**config.mk**
```make
export PLATFORM = sky130hd
export DESIGN_NAME = tlv5618_scheduler
export DESIGN_NICKNAME = d
export VERILOG_FILES = /design/src/rtl/tlv5618_scheduler.sv
export SDC_FILE = /design/constraint.sdc
export NUM_CORES = 1
export LEC_CHECK = 0
export ABC_CLOCK_PERIOD_IN_PS = 5500
export BUFFER_PORTS_ARGS = -buffer_cell sky130_fd_sc_hd__buf_2
export CAP_MARGIN = 40
export CORE_MARGIN = 4
export CORE_UTILIZATION = 60
export CTS_BUF_LIST = sky130_fd_sc_hd__clkbuf_16
export CTS_CLUSTER_DIAMETER = 60
export DETAILED_ROUTE_END_ITERATION = 6
export PLACE_DENSITY = 0.81
export SLEW_MARGIN = 20
export SYNTH_ARGS = -nofsm -noshare
export SYNTH_HDL_FRONTEND = slang
export SYNTH_SLANG_ARGS = --single-unit
```
**constraint.sdc**
```tcl
create_clock -name clk -period 5.5 [get_ports clk]
set_input_delay 0.275 -clock clk [delete_from_list [all_inputs] [get_ports clk]]
set_output_delay 0.275 -clock clk [all_outputs]
set_load 0.03 [all_outputs]
```
**src/rtl/tlv5618_scheduler.sv**
```systemverilog
// ---------------------------------------------------------------------------
// tlv5618_scheduler
// Purpose: sequences a TLV5618 SPI DAC driver for two channel requesters
//   (A and B). Each channel holds one pending 12-bit code. A new request
//   before service replaces the pending code. The block builds the 16-bit
//   TLV5618 command word, issues one en_conv pulse per frame and waits for
//   conv_done. It arbitrates round-robin, or in synchronous-update pairs
//   (B to buffer, then A write).
// Ports:
//   clk        in   system clock, rising edge
//   rst        in   asynchronous active-low reset
//   req_a/b    in   1-cycle strobe, load data_a/b as the pending code
//   data_a/b   in   12-bit channel codes
//   sync_mode  in   1 = update A and B together when both are pending
//   div_parm   out  driver SCLK divider (constant DIV)
//   dac_data   out  command word, held stable while the driver is busy
//   en_conv    out  1-cycle start pulse to the driver
//   conv_done  in   1-cycle frame-complete pulse from the driver
//   done_a/b   out  1-cycle pulse, channel output updated
//   busy       out  high while not idle
//   err_to     out  sticky transfer-timeout flag, cleared by reset only
// ---------------------------------------------------------------------------
module tlv5618_scheduler #(
    parameter logic        SPD     = 1'b1,
    parameter logic [7:0]  DIV     = 8'd0,
    parameter logic [15:0] TIMEOUT = 16'd4000
) (
    input  logic        clk,
    input  logic        rst,
    input  logic        req_a,
    input  logic [11:0] data_a,
    input  logic        req_b,
    input  logic [11:0] data_b,
    input  logic        sync_mode,
    output logic [7:0]  div_parm,
    output logic [15:0] dac_data,
    output logic        en_conv,
    input  logic        conv_done,
    output logic        done_a,
    output logic        done_b,
    output logic        busy,
    output logic        err_to
);

    typedef enum logic [1:0] {
        S_IDLE  = 2'd0,
        S_ISSUE = 2'd1,
        S_WAIT  = 2'd2
    } state_t;

    state_t      r_state;
    state_t      w_state_next;

    logic [15:0] r_dac_data;
    logic [11:0] r_pair_code;   // A code captured at pair start
    logic [15:0] r_cnt;
    logic [1:0]  r_job;         // [0]=A, [1]=B channels of the current job
    logic        r_pair;
    logic        r_step2;
    logic        r_last_b;      // 1 = B was served last, so A wins a tie
    logic        r_done_a;
    logic        r_done_b;
    logic        r_err;

    logic        w_sel_a;
    logic        w_sel_b;
    logic        w_sel_pair;
    logic        w_finish;
    logic        w_timeout;

    logic [1:0]  w_req;
    logic [11:0] w_data [2];
    logic [1:0]  w_pend;
    logic [11:0] w_code_eff [2];

    assign w_req     = {req_b, req_a};
    assign w_data[0] = data_a;
    assign w_data[1] = data_b;

    // Per-channel pending register. A request in the same cycle as the clear
    // wins, so a code arriving while its channel is being issued is not lost.
    genvar gi;
    generate
        for (gi = 0; gi < 2; gi++) begin : g_chan
            logic        r_pend;
            logic [11:0] r_code;
            logic        w_clr;

            assign w_clr = (r_state == S_ISSUE) && !r_step2 && r_job[gi];
            // A request on the choosing edge is newer than the stored code.
            assign w_code_eff[gi] = w_req[gi] ? w_data[gi] : r_code;
            assign w_pend[gi]     = r_pend;

            always_ff @(posedge clk or negedge rst) begin
                if (!rst) begin
                    r_pend <= 1'b0;
                    r_code <= 12'd0;
                end else if (w_req[gi]) begin
                    r_pend <= 1'b1;
                    r_code <= w_data[gi];
                end else if (w_clr) begin
                    r_pend <= 1'b0;
                end
            end
        end
    endgenerate

    always_ff @(posedge clk or negedge rst) begin
        if (!rst) begin
            r_state <= S_IDLE;
        end else begin
            r_state <= w_state_next;
        end
    end

    always_comb begin
        w_state_next = r_state;
        w_sel_a      = 1'b0;
        w_sel_b      = 1'b0;
        w_sel_pair   = 1'b0;
        w_finish     = 1'b0;
        w_timeout    = 1'b0;
        case (r_state)
            S_IDLE: begin
                if (sync_mode && w_pend[0] && w_pend[1]) begin
                    w_sel_pair = 1'b1;
                end else if (w_pend[0] && (!w_pend[1] || r_last_b)) begin
                    w_sel_a = 1'b1;
                end else if (w_pend[1]) begin
                    w_sel_b = 1'b1;
                end
                if (w_pend[0] || w_pend[1]) begin
                    w_state_next = S_ISSUE;
                end
            end
            S_ISSUE: begin
                w_state_next = S_WAIT;
            end
            S_WAIT: begin
                if (conv_done) begin
                    if (r_pair && !r_step2) begin
                        w_state_next = S_ISSUE;
                    end else begin
                        w_finish     = 1'b1;
                        w_state_next = S_IDLE;
                    end
                end else if (r_cnt == TIMEOUT - 16'd1) begin
                    w_timeout    = 1'b1;
                    w_state_next = S_IDLE;
                end
            end
            default: begin
                w_state_next = S_IDLE;
            end
        endcase
    end

    always_ff @(posedge clk or negedge rst) begin
        if (!rst) begin
            r_dac_data  <= 16'd0;
            r_pair_code <= 12'd0;
            r_cnt       <= 16'd0;
            r_job       <= 2'b00;
            r_pair      <= 1'b0;
            r_step2     <= 1'b0;
            r_last_b    <= 1'b1;
            r_done_a    <= 1'b0;
            r_done_b    <= 1'b0;
            r_err       <= 1'b0;
        end else begin
            r_done_a <= w_finish && r_job[0];
            r_done_b <= w_finish && r_job[1];
            if (w_timeout) begin
                r_err <= 1'b1;
            end
            if (r_state == S_ISSUE) begin
                r_cnt <= 16'd0;
            end else if (r_state == S_WAIT) begin
                r_cnt <= r_cnt + 16'd1;
            end
            if (w_sel_pair) begin
                r_dac_data  <= {1'b0, SPD, 1'b0, 1'b1, w_code_eff[1]};
                r_pair_code <= w_code_eff[0];
                r_job       <= 2'b11;
                r_pair      <= 1'b1;
                r_step2     <= 1'b0;
                r_last_b    <= 1'b0;   // the A write finishes the pair
            end else if (w_sel_a) begin
                r_dac_data <= {1'b1, SPD, 1'b0, 1'b0, w_code_eff[0]};
                r_job      <= 2'b01;
                r_pair     <= 1'b0;
                r_step2    <= 1'b0;
                r_last_b   <= 1'b0;
            end else if (w_sel_b) begin
                r_dac_data <= {1'b0, SPD, 1'b0, 1'b0, w_code_eff[1]};
                r_job      <= 2'b10;
                r_pair     <= 1'b0;
                r_step2    <= 1'b0;
                r_last_b   <= 1'b1;
            end else if (r_state == S_WAIT && w_state_next == S_ISSUE) begin
                // Second step of a pair: A write latches both DAC outputs.
                r_dac_data <= {1'b1, SPD, 1'b0, 1'b0, r_pair_code};
                r_step2    <= 1'b1;
            end
        end
    end

    assign div_parm = DIV;
    assign dac_data = r_dac_data;
    assign en_conv  = (r_state == S_ISSUE);
    assign busy     = (r_state != S_IDLE);
    assign done_a   = r_done_a;
    assign done_b   = r_done_b;
    assign err_to   = r_err;

endmodule
```
==> flow_metrics.env <==
export IMPL_critPathLaunchType="flop"
export IMPL_num_vias=2451
export IMPL_layout_cells_most_common="dfrtp_1"
export IMPL_dp_cells=404
export IMPL_netlist_area_leader_share_pct=55.26
export IMPL_std_cell_rows=27
export IMPL_yosysSeqAreaShare_pct=56.00
export IMPL_hold_path_class="input port to flop"
export IMPL_first_pass_iters=6
export IMPL_drc_errors=0
export IMPL_n_fill_cell=400
export IMPL_io_pin_count=59
export IMPL_dp_worst_setup_slack_ns=2.734
export IMPL_path_buf_inv=1
export IMPL_postSynthCellCount=292
export IMPL_drt_iter0_markers=187
export IMPL_synth_async_reset_ratio_pct=100.0
export IMPL_diodes=0
export IMPL_cp_max_fo=11
export IMPL_maxSlewHeadroom_pct=40.90
export IMPL_slew_viol_final=0
export IMPL_critical_path_max_stage_delay_ns=0.70
export IMPL_sequential_cell_area_um2=1978
export IMPL_final_setup_skew_ns=0.004889
export IMPL_worst_path_stages=7
export IMPL_place_area_um2=3834
export IMPL_final_cells=421
export IMPL_final_area_um2=4135
export IMPL_grt_use_total_pct=22.11
export IMPL_fraction_of_the_mapped_netlist_area_in_simple_logic_gates_pct=8.891
export IMPL_p_leak_nw=1.947
export IMPL_die_height_um=84.73
export IMPL_clock_tree_htree_level_count=3
export IMPL_worst_path_dominant_cell_family="simple AND/OR/NAND/NOR gates"
export IMPL_synthesis_area_per_instance_um2=12.10
export IMPL_cp_slowest_cell="nor4_1"
export IMPL_post_cts_setup_buffer_count=0
export IMPL_power_density_nw_per_um2=573.6
export IMPL_grt_first_pass_wirelength_um=12360
export IMPL_timing_hold_ws_ns=0.2030
export IMPL_netlist_cell_type_count=47
export IMPL_place_gp_congestion=0.8161
export IMPL_synth_top_family_by_area="multiplexers"
export IMPL_end_kind="flop"
export IMPL_arrival_ns=2.80
export IMPL_cts_root_buffer="clkbuf_16"
export IMPL_floorplan_initialDensity_pct=62.99
export IMPL_cts_resized=0
export IMPL_hold_path_cell_count=2
export IMPL_ant_nets=0
export IMPL_worstPathCellList="inv_1 -> ha_1 -> nand4_1 -> nor4_1 -> nand3_1 -> xor2_1 -> nor2_1"
export IMPL_fin_tns_setup_ns=0
export IMPL_clk_transition_reported_paths_ns=0.06
export IMPL_synth_adder_area_share_pct=1.771
export IMPL_cts_buffers_inserted=9
export IMPL_coreArea_um2=5608
export IMPL_initial_antenna_violation_count=0
export IMPL_timing_max_cap_violations=0
export IMPL_yosys_mux_area_fraction_pct=15.52
export IMPL_grt_pass1_vias=2481
export IMPL_design_final_nets=380
export IMPL_max_vdd_ir_drop_uv=289.4
export IMPL_final_hold_viol_count=0
export IMPL_synth_warning_count=0
export IMPL_tritoncts="done"
export IMPL_max_clock_freq_mhz=382.4
export IMPL_worst_setup_path_type="flop to flop"
export IMPL_final_period_utilization_pct=47.55
export IMPL_drt_vias_per_instance=5.822
export IMPL_total_power_mw=2.372
export IMPL_max_clock_path_buffers=2
export IMPL_mappedNetlistArea_um2=3532
export IMPL_dominantRegCellSynth="dfrtp_1"
export IMPL_portBuffers=49
export IMPL_final_layout_size_suffix_gt1_share_pct=32.09
export IMPL_cp_required_ns=5.69
export IMPL_synth_edff_count=0
export IMPL_tightest_slew_ns=0.8864
export IMPL_multi_input_area_um2=1366
export IMPL_synth_xor_xnor_area_share_pct=2.232
export IMPL_layout_cells_most_common_list="78 x dfrtp_1, 48 x buf_2, 38 x mux2_2"
export IMPL_ys_top_cells_by_area="dfrtp_1 55%, mux2_2 12%, a222oi_1 3.4%, mux2i_1 3.4%, inv_1 2.8%"
export IMPL_detail_route_wl_per_cell_um=17.75
export IMPL_yosys_register_bits=79
export IMPL_layout_min_cycle_time_ns=2.615
export IMPL_totalWireLength_um=7474
export IMPL_run_status="finished clean"
export IMPL_rsz0062_at_grt="false"
export IMPL_hold_bufs_inserted_after_cts=1
export IMPL_clock_latency_late_sink_ns=0.32
export IMPL_die_area_um2=7178
export IMPL_layout_area_overhead_vs_synth_pct=17.07
export IMPL_final_setup_viol_count=0
export IMPL_final_core_util_pct=73.74
export IMPL_clock_sink_count=79
export IMPL_timing_final_ws_setup_ns=2.885
export IMPL_dp_hpwl_um=4942
export IMPL_worst_r2r_cell_count=7
export IMPL_chipWidth_um=84.73
export IMPL_grt_max_degree=60
export IMPL_globalRouteOverflowTotal=0
export IMPL_synth_top_cell_by_area="dfrtp_1"
export IMPL_synth_compound_gate_area_share_pct=9.316
-- flip-flops by register name (all words and copies together), names as in the netlist --
signal,flops
dac_data,15
done_a,1
done_b,1
err_to,1
g_chan.r_code,24
g_chan.r_pend,2
r_cnt,16
r_job,2
r_last_b,1
r_pair,1
r_pair_code,12
r_state,2
r_step2,1
-- power breakdown --
part	total [mW]	switching, mW	internal (mW)
Sequential	0.885	0.124	0.761
Combinational	0.917	0.545	0.372
Clock	0.570	0.223	0.347
Total	2.37	0.892	1.48
-- cell families after synthesis --
group / Yosys count
buffers and inverters: 47
other: 1
adders and majority gates: 5
muxes: 50
xor gates and xnor gates: 9
AOI/OAI and AO/OA: 41
DFF: 79
and+or+nand+nor: 60
-- synth_stat cells, drive strengths merged, types with 2 or more instances --
cell type and count:
mux2 38, xor2 4, nor4 3, o21ai 6, buf 12, a21oi 9
or4b 2, mux2i 12, ha 5, nor2 12, nand2 16, nor3 2
and2 3, and3 3, a21o 2, nor3b 2, inv 26, nand3 6
dfrtp 78, nand4 3, or3 2, o31ai 2, xnor2 5, clkbuf 9
a222oi 12, o22ai 3
-- final cells by class --
| type | count | share of cell area, % |
|---|---|---|
| timing repair buffer | 55 | 7.625 |
| multi-input combinational | 174 | 33.04 |
| clock inverter | 6 | 1.513 |
| inverter | 26 | 2.360 |
| tap | 72 | 2.179 |
| sequential | 79 | 47.84 |
| clock buffer | 9 | 5.446 |
-- per-layer routing --
metal,GRT usage [%],vias to the layer above,routed length [µm]
met5,0,-,0
met4,7.770,0,92
met3,3.533,9,470
met2,35.37,107,3725
met1,30.84,1216,3186
li1,-,1119,-
-- worst paths after layout --
path,startpoint,endpoint,slack [ns]
setup reg to reg,r_state[0],r_cnt[15],2.88
hold reg to reg,dac_data[14],dac_data[14],0.49
setup / recovery,r_state[0],r_cnt[15],2.88
max in group asynchronous,rst,r_last_b,4.51
hold / removal,data_b[6],g_chan[1].r_code[6],0.20
min in group asynchronous,rst,r_cnt[3],0.38
Power figures use the tool's default switching activity.
